<file path="config.mk">
export PLATFORM = sky130hd
export DESIGN_NAME = space_key_decoder
export DESIGN_NICKNAME = d
export VERILOG_FILES = /design/src/rtl/space_key_decoder.sv
export SDC_FILE = /design/constraint.sdc
export NUM_CORES = 1
export LEC_CHECK = 0
export ABC_CLOCK_PERIOD_IN_PS = 2980
export CORE_ASPECT_RATIO = 1.1
export CORE_MARGIN = 4
export CORE_UTILIZATION = 60
export DETAILED_ROUTE_END_ITERATION = 10
export HOLD_SLACK_MARGIN = 0.15
export PLACE_DENSITY_LB_ADDON = 0.1
export SLEW_MARGIN = 10
export SYNTH_ARGS = -nofsm -noshare
export SYNTH_HDL_FRONTEND = slang
export SYNTH_SLANG_ARGS = --single-unit
export TNS_END_PERCENT = 1
</file>
<file path="constraint.sdc">
create_clock -name clk -period 2.98 [get_ports clk]
set_clock_uncertainty 0.15 [all_clocks]
set_input_delay 0.447 -clock clk [delete_from_list [all_inputs] [get_ports clk]]
set_output_delay 0.447 -clock clk [all_outputs]
set_load 0.02 [all_outputs]
</file>
<file path="src/rtl/space_key_decoder.sv">
// PS/2 receiver that tracks the space bar as a held level with press/release pulses.
// The PS/2 lines are synchronized and glitch-filtered into the clk domain before framing.
module space_key_decoder #(
   parameter int          FILTER_LEN = 8,
   parameter int          TIMEOUT    = 130_000,
   parameter logic [7:0]  SPACE_CODE = 8'h29
) (
   input  logic clk,
   input  logic rst,
   input  logic ps2_clk,
   input  logic ps2_data,
   output logic space,
   output logic space_pressed,
   output logic space_released,
   output logic frame_err
);

   localparam int          CW          = $clog2(FILTER_LEN + 1);
   localparam logic [CW-1:0] FILT_LAST = CW'(FILTER_LEN - 1);
   localparam logic [16:0] TIMEOUT_CNT = 17'(TIMEOUT);

   typedef enum logic [1:0] {IDLE, DATA, PARITY, STOP} state_t;

   state_t          r_state, w_nextState;
   logic [1:0]      r_clkSync, r_dataSync;
   logic [CW-1:0]   r_filtCnt;
   logic            r_filtClk, r_fallTick;
   logic [16:0]     r_toCnt;
   logic [7:0]      r_shift;
   logic [2:0]      r_bitCnt;
   logic            r_parity;
   logic            r_break, r_ext;
   logic            r_space, r_spaceD, r_frameErr;
   logic            w_data, w_timeout, w_byteValid, w_frameErr;

   assign w_data = r_dataSync[1];

   // Idle PS/2 lines are high, so synchronizers reset to 1 to avoid a spurious edge.
   always_ff @(posedge clk or posedge rst) begin
      if (rst) begin
         r_clkSync  <= 2'b11;
         r_dataSync <= 2'b11;
      end else begin
         r_clkSync  <= {r_clkSync[0], ps2_clk};
         r_dataSync <= {r_dataSync[0], ps2_data};
      end
   end

   always_ff @(posedge clk or posedge rst) begin
      if (rst) begin
         r_filtCnt  <= '0;
         r_filtClk  <= 1'b1;
         r_fallTick <= 1'b0;
      end else begin
         r_fallTick <= 1'b0;
         if (r_clkSync[1] == r_filtClk) begin
            r_filtCnt <= '0;
         end else if (r_filtCnt == FILT_LAST) begin
            r_filtCnt  <= '0;
            r_filtClk  <= r_clkSync[1];
            r_fallTick <= ~r_clkSync[1];
         end else begin
            r_filtCnt <= r_filtCnt + 1'b1;
         end
      end
   end

   // Inter-edge watchdog: saturates at the limit so the abort condition stays asserted.
   always_ff @(posedge clk or posedge rst) begin
      if (rst) begin
         r_toCnt <= '0;
      end else if (r_fallTick || r_state == IDLE) begin
         r_toCnt <= '0;
      end else if (r_toCnt != TIMEOUT_CNT) begin
         r_toCnt <= r_toCnt + 17'd1;
      end
   end

   assign w_timeout = (r_state != IDLE) && (r_toCnt == TIMEOUT_CNT);

   always_ff @(posedge clk or posedge rst) begin
      if (rst) r_state <= IDLE;
      else     r_state <= w_nextState;
   end

   always_comb begin
      w_nextState = r_state;
      w_byteValid = 1'b0;
      w_frameErr  = 1'b0;
      if (w_timeout) begin
         w_nextState = IDLE;
         w_frameErr  = 1'b1;
      end else if (r_fallTick) begin
         case (r_state)
            IDLE: begin
               if (w_data) w_frameErr  = 1'b1;
               else        w_nextState = DATA;
            end
            DATA: begin
               if (r_bitCnt == 3'd7) w_nextState = PARITY;
            end
            PARITY: w_nextState = STOP;
            STOP: begin
               w_nextState = IDLE;
               if (w_data && (^{r_shift, r_parity})) w_byteValid = 1'b1;
               else                                 w_frameErr  = 1'b1;
            end
            default: w_nextState = IDLE;
         endcase
      end
   end

   always_ff @(posedge clk or posedge rst) begin
      if (rst) begin
         r_shift  <= '0;
         r_bitCnt <= '0;
         r_parity <= 1'b0;
      end else if (r_fallTick && !w_timeout) begin
         case (r_state)
            IDLE:   r_bitCnt <= '0;
            DATA: begin
               r_shift  <= {w_data, r_shift[7:1]};
               r_bitCnt <= r_bitCnt + 3'd1;
            end
            PARITY: r_parity <= w_data;
            default: ;
         endcase
      end
   end

   // Prefix bytes (E0/F0) arm flags that apply to the next ordinary code only.
   always_ff @(posedge clk or posedge rst) begin
      if (rst) begin
         r_break    <= 1'b0;
         r_ext      <= 1'b0;
         r_space    <= 1'b0;
         r_spaceD   <= 1'b0;
         r_frameErr <= 1'b0;
      end else begin
         r_frameErr <= w_frameErr;
         r_spaceD   <= r_space;
         if (w_frameErr) begin
            r_break <= 1'b0;
            r_ext   <= 1'b0;
         end else if (w_byteValid) begin
            if (r_shift == 8'hE0) begin
               r_ext <= 1'b1;
            end else if (r_shift == 8'hF0) begin
               r_break <= 1'b1;
            end else begin
               if (r_shift == SPACE_CODE && !r_ext) r_space <= ~r_break;
               r_break <= 1'b0;
               r_ext   <= 1'b0;
            end
         end
      end
   end

   assign space          = r_space;
   assign space_pressed  = r_space & ~r_spaceD;
   assign space_released = ~r_space & r_spaceD;
   assign frame_err      = r_frameErr;

endmodule

</file>
==> results of run 1 <==
-- cells in the mapped netlist (2+ instances only) --
master    count  share of area
a21boi_0      2         0.0065
a21oi_1       4         0.0087
a22o_1        2         0.0076
and3_1        4          0.011
and4bb_1      2          0.011
buf_6         2         0.0098
clkbuf_1      2         0.0033
dfrtp_1      41           0.45
dfstp_2       5          0.057
ha_1         10          0.054
inv_1         6         0.0098
mux2_2        4          0.020
mux2_4        7          0.046
mux2i_1       2         0.0087
nand2_1       9          0.015
nand2b_1      2         0.0054
nand3_1      14          0.030
nand4_1       2         0.0054
nand4b_1      2         0.0076
nor2_1       24          0.039
nor2b_1       2         0.0054
nor3_1        2         0.0044
nor3b_1       5          0.016
xnor2_1      10          0.038
xor2_1       13          0.050
-- per-layer routing --
layer	vias to the layer above	wire length [um]
li1	706	-
met1	712	1760
met2	14	1910
met3	6	86
met4	0	54
met5	-	0
-- stage by stage --
step	util	hold slack (ns)	instances	power, mW	cell area (um2)
after floorplan	-	0.195	198	0.736	2300
after global placement	0.654	0.198	252	0.751	2410
after detailed placement	0.654	0.198	252	0.757	2410
after CTS	0.693	0.212	260	1.32	2550
after global routing	0.693	0.223	260	1.37	2550
final	0.693	0.209	260	1.31	2550
-- final cells by class --
class                      count  area [um2]
clock buffer                   6        82.6
clock inverter                 2        60.1
fill                         295        1130
inverter                       6        22.5
multi-input combinational    142        1090
sequential                    46        1160
tap                           50        62.6
timing repair buffer           8        77.6
-- sequential cells by signal (all words and copies together), names as in the netlist --
register / count
r_dataSync: 2
r_state: 2
r_ext: 1
r_toCnt: 17
r_filtClk: 1
r_break: 1
r_fallTick: 1
r_clkSync: 2
r_filtCnt: 4
frame_err: 1
r_shift: 8
r_spaceD: 1
space: 1
r_bitCnt: 3
r_parity: 1
-- logic make-up after synthesis --
logic type,synth area share
muxes,0.0740
buffers and inverters,0.0229
xor gates and xnor gates,0.0979
and+or+nand+nor,0.206
adders and majority gates,0.0544
DFF,0.503
AOI/OAI and AO/OA,0.0414
-- path summary, 6_finish.rpt --
path	cells past startpoint	startpoint	to
worst max register to register	6	r_shift[3]$_DFFE_PP0P_	space$_DFFE_PP0P_
max in group asynchronous	3	rst	r_toCnt[10]$_DFFE_PP0P_
worst min-delay path	0	r_clkSync[0]$_DFF_PP1_	r_clkSync[1]$_DFF_PP1_
worst min register to register	0	r_clkSync[0]$_DFF_PP1_	r_clkSync[1]$_DFF_PP1_
worst max-delay path	6	r_shift[3]$_DFFE_PP0P_	space$_DFFE_PP0P_
min in group asynchronous	2	rst	r_shift[3]$_DFFE_PP0P_
-- critical path, stage by stage, from the launching register on --
cell     delay (ns)
dfrtp_1        0.44
xor2_1         0.19
xnor3_2        0.48
xor2_1         0.18
nand3_1        0.18
nor4b_2        0.36
mux2i_1        0.21
-- report_power, final --
group	switching [mW]	internal [mW]
combinational	0.0362	0.0327
clock	0.205	0.358
sequential	0.0192	0.655
==> metrics.md, run 1 <==
| Metric | Value |
|---|---|
| Status | complete, no violations |
| Reg2reg setup slack | just over 0.7 ns |
| Commonest non-fill, non-tap cell in the layout | dfrtp_1 |
| Residual DRC | 0 |
| Post-Route WL | 3810 um |
| Primary FF master, synth | dfrtp_1 |
| # setup viols final | 0 |
| CTS tree | yes |
| Number of global-route vias before repair | 1524 |
| Buffers on Ports | 7 |
| Critical Setup Path Class | flop to flop |
| Minimum clock period | 2.26 ns |
| Area delta synth->final | 11.0% |
| CP max FO | 5 |
| Initial Util | 0.624 |
| Fin nets | between 200 and 250 |
| Detailed-route via count | ~1400 |
| Final hold viol count | 0 |
| H-tree depth | 2 |
| Gr usage total | 0.185 |
| Setup ws final | 0.717 ns |
| VDD IR max | 0.480 mV |
| Ant diodes | 0 |
| Max-cap check violation count | 0 |
| Clk Latency, worst-skew pair | 0.30 ns |
| Antenna viol nets, final | 0 |
| Worst setup EP type | flop |
| Worst EP arrival | around 2.3 ns |
| Placer Congestion | 0.923 |
| Met3 Use GR | 0.0416 |
| Worst slew margin | 0.542 |
| Slew @ Worst Pin | 0.685 ns |
| Post-Synthesis Cells | around 200 |
| Num rows | 23 |
| Setup Fix Bufs, Post-CTS | 0 |
| PwrDens | 511 nW/um2 |
| Via density | between 5 and 6 |
| Pleak | approximately 1.1 nW |
| Largest net degree at the start of global routing | 35 |
| DP HPWL | 2780 um |
| Post-synthesis sequential area ratio | 0.503 |
| Hold Path Class | flop to flop |
| CTS Buf Count | 5 |
| I/O pin total | 8 |
| YS warnings | 0 |
| Die area | 4890 um2 |
| Period utilization | 0.759 |
| Seq cells post-synth | 46 |
| Synthesized Nets | 212 |
| Place WS | just under 0.7 ns |
| Clock sink count | 46 |
| EDFF count, synth | 0 |
| Synthesized cell area | around 2300 um2 |
| Fin Setup TNS | 0 ns |
| Hold Buf Count CTS | 0 |
| Core box area | around 3700 um2 |
| Grt met1 use | 0.245 |
| First-pass GRT wire length | approximately 6900 um |
| Clock transition at path regs | about 0.090 ns |
| Met2 usage | 0.303 |
| PostCTS Resize Cnt | 0 |
| Root buffer cell | clkbuf_8 |
| Synth unique cells | 45 |
| WP data required | around 3 ns |
| Unrepaired setup endpoints after global routing | false |
| CTS max path bufs | 2 |
| Routed len/inst | 14.7 um |
| Startpoint types | flop |
| Mean Syn Cell Area | around 12 um2 |
| GRT Residual Overflow | 0 |
| First DRT Iteration DRCs | 90 |
| Most frequent cells in the layout | 41 x dfrtp_1, 24 x nor2_1, 14 x nand3_1, 13 x xor2_1 |
| Final Max Slew Viols | 0 |
| Die height | around 73 um |
| DRT Pass-1 Iters | 4 |
| Width of the die | around 67 um |
| Initial antenna violation count | 0 |
| Gr busiest metal | met2 |
| FFs w/ async S/R, synth | 1.00 |
| Layout cells sized above 1 | 0.157 |
| Fmax | roughly 440 MHz |
Note: power is estimated with default switching activity, not from simulation.
==> inputs of run 2 (changes only) <==
--- a/config.mk
+++ b/config.mk
@@ -5,7 +5,7 @@
 export SDC_FILE = /design/constraint.sdc
 export NUM_CORES = 1
 export LEC_CHECK = 0
-export ABC_CLOCK_PERIOD_IN_PS = 2980
+export ABC_CLOCK_PERIOD_IN_PS = 2200
 export CORE_ASPECT_RATIO = 1.1
 export CORE_MARGIN = 4
 export CORE_UTILIZATION = 60
==> constraint.sdc (replaced) <==
create_clock -name clk -period 2.2 [get_ports clk]
set_clock_uncertainty 0.15 [all_clocks]
set_input_delay 0.33 -clock clk [delete_from_list [all_inputs] [get_ports clk]]
set_output_delay 0.33 -clock clk [all_outputs]
set_load 0.02 [all_outputs]
==> run 2 against run 1 <==
- register-to-register slack lost 0.63 ns
- utilization grew 0.48 points
- worst hold slack lost 0.024 ns
- combinational power is 40% higher
- die area unchanged
- total power increased by 17%
- critical path type unchanged
- largest cell class unchanged
- largest power group unchanged
- highest routed layer unchanged
==> metrics.md, run 2 (synthesized netlist as in run 1, its figures left out) <==
| Metric | Value |
|---|---|
| Reg2reg setup slack | 0.09 ns (was 0.72 ns) |
| PwrDens | 594 nW/um2 (was 511 nW/um2) |
| Buffers on Ports | 7 (unchanged) |
| Gr usage total | 0.191 (was 0.185) |
| Commonest non-fill, non-tap cell in the layout | dfrtp_1 (unchanged) |
| Fmax | 473 MHz (was 442 MHz) |
| Post-Route WL | 3850 um (was 3810 um) |
| Switching Share | 0.222 (was 0.199) |
| Number of global-route vias before repair | 1545 (was 1524) |
| Core box area | 3680 um2 (unchanged) |
| Initial antenna violation count | 0 (unchanged) |
| Die area | 4890 um2 (unchanged) |
| Antenna viol nets, final | 0 (unchanged) |
| WP data required | 2.27 ns (was 3.06 ns) |
| I/O pin total | 8 (unchanged) |
| Critical Setup Path Class | flop to flop (unchanged) |
| CP max FO | 5 (unchanged) |
| Final hold viol count | 0 (unchanged) |
| Filler Cell Count | 305 (was 295) |
| Routed len/inst | 14.5 um (was 14.7 um) |
| Power share of the clock group | 0.338 (was 0.431) |
| Cell Int Power | 1.19 mW (was 1.05 mW) |
| CTS max path bufs | 2 (unchanged) |
| Period utilization | 0.961 (was 0.759) |
| First DRT Iteration DRCs | 65 (was 90) |
| Slew @ Worst Pin | 0.622 ns (was 0.685 ns) |
| Ant diodes | 0 (unchanged) |
| Pleak | 1.16 nW (was 1.14 nW) |
| Clk Latency, worst-skew pair | 0.29 ns (was 0.30 ns) |
| Fin nets | 229 (was 223) |
| # placed instances | 257 (was 252) |
| Num rows | 23 (unchanged) |
| GRT Residual Overflow | 0 (unchanged) |
| Layout cells sized above 1 | 0.185 (was 0.157) |
| CTS tree | yes (unchanged) |
| Most frequent cells in the layout | 41 x dfrtp_1, 24 x nor2_1, 13 x nand3_1, 13 x xor2_1, 10 x ha_1 (was 41 x dfrtp_1, 24 x nor2_1, 14 x nand3_1, 13 x xor2_1) |
| Worst setup EP type | flop (unchanged) |
| Worst EP arrival | 2.19 ns (was 2.34 ns) |
| Sequential power share | 0.598 (was 0.516) |
| Die height | 72.9 um (unchanged) |
| Clock sink count | 46 (unchanged) |
| Hold Path Class | primary input to asynchronous set/reset pin (was flop to flop) |
| Startpoint types | flop (unchanged) |
| VDD IR max | 0.380 mV (was 0.480 mV) |
| Largest Register | r_toCnt (unchanged) |
| Area delta synth->final | 11.8% (was 11.0%) |
| Non-Filler Instances | 266 (was 260) |
| Placer Congestion | 0.863 (was 0.923) |
| FF-to-FF End | space$_DFFE_PP0P_ (unchanged) |
| First-pass GRT wire length | 6990 um (was 6870 um) |
| Total net switching power | 0.339 mW (was 0.260 mW) |
| Total power | 1.53 mW (was 1.31 mW) |
| Width of the die | 67.0 um (unchanged) |
| # setup viols final | 0 (unchanged) |
| Worst hold slack | 0.185 ns (was 0.209 ns) |
| Setup ws final | 0.0856 ns (was 0.717 ns) |
| Place WS | 0.0120 ns (was 0.692 ns) |
| Root buffer cell | clkbuf_8 (unchanged) |
| Core Util, Final | 0.698 (was 0.693) |
| Initial Util | 0.624 (unchanged) |
| Largest register FFs | 17 (unchanged) |
| Design area | 2570 um2 (was 2550 um2) |
| CTS Buf Count | 5 (unchanged) |
| Minimum clock period | 2.11 ns (was 2.26 ns) |
| Largest net degree at the start of global routing | 20 (was 35) |
| Worst R2R Start | r_shift[3]$_DFFE_PP0P_ (unchanged) |
| Max-cap check violation count | 0 (unchanged) |
| Placed Area | 2450 um2 (was 2410 um2) |
| H-tree depth | 2 (unchanged) |
| Residual DRC | 0 (unchanged) |
| Detailed-route via count | 1479 (was 1438) |
| Final Max Slew Viols | 0 (unchanged) |
| DRT Pass-1 Iters | 4 (unchanged) |
| Status | complete, no violations (unchanged) |
| Fin Setup TNS | 0 ns (unchanged) |
| Clock transition at path regs | 0.08 ns (was 0.09 ns) |
| Worst slew margin | 0.583 (was 0.542) |
| Via density | 5.56 (was 5.53) |
| R2R cell count | 6 (unchanged) |
| Logic pwr share | 0.063 (was 0.053) |
| DP HPWL | 2800 um (was 2780 um) |
| Largest regs | r_toCnt: 17 flops, r_shift: 8 flops, r_filtCnt: 4 flops (unchanged) |
-- run 2: cell count changes in the layout (fill, tap and decap cells not counted), sizes merged --
| cell | change |
|---|---|
| buf | +6 |
| bufinv | -2 |
| clkinv | +2 |
| clkbuf | +1 |
| inv | -1 |
-- run 2: area by class of cell --
type,instances,area (um2),area share
well taps,50,62.6,0.0243
inverters,6,22.5,0.00876
clock inverters,1,5.00,0.00195
flip-flops and latches,46,1160,0.450
multi-input cells,142,1110,0.433
clock buffers,7,86.3,0.0336
repair buffers,14,123,0.0477
-- run 2: worst max-delay path, stage by stage (launching register included) --
cell,delay [ns]
dfrtp_1,0.40
xor2_1,0.16
xnor3_2,0.46
xor2_1,0.23
nand3_2,0.17
nor4b_4,0.26
mux2i_1,0.21
-- run 2: power by group through the flow --
stage / logic [mW] / clock network, mW / registers (mW)
after detailed placement: 0.0978 / 0 / 0.930
after CTS: 0.0993 / 0.532 / 0.913
after global routing: 0.114 / 0.577 / 0.919
after floorplan: 0.0735 / 0 / 0.924
final: 0.0966 / 0.516 / 0.913
after global placement: 0.0908 / 0 / 0.928
-- run 2: routing by layer --
layer  share of wire  track usage
met5               0            0
met4           0.028       0.0901
met3           0.029       0.0524
met2            0.49        0.299
met1            0.45        0.243
-- run 2: worst max path at each step --
stage	to	depth (start not counted)	slack, ns	from
6_report	space$_DFFE_PP0P_	6	0.09	r_shift[3]$_DFFE_PP0P_
5_1_grt	space$_DFFE_PP0P_	6	-0.04	r_shift[3]$_DFFE_PP0P_
4_1_cts	space$_DFFE_PP0P_	9	0.01	r_toCnt[0]$_DFFE_PP0P_
3_5_place_dp	space$_DFFE_PP0P_	6	0.01	r_shift[3]$_DFFE_PP0P_
3_3_place_gp	space$_DFFE_PP0P_	6	0.13	r_shift[3]$_DFFE_PP0P_
2_1_floorplan	r_shift[0]$_DFFE_PP0P_	9	0.02	r_toCnt[0]$_DFFE_PP0P_
-- run 2: what timing repair did --
item,CTS,global route
pin swaps,1,1
setup endpoints to repair,1,8
hold buffers,0,0
setup buffers,0,1
gates resized for setup,0,4
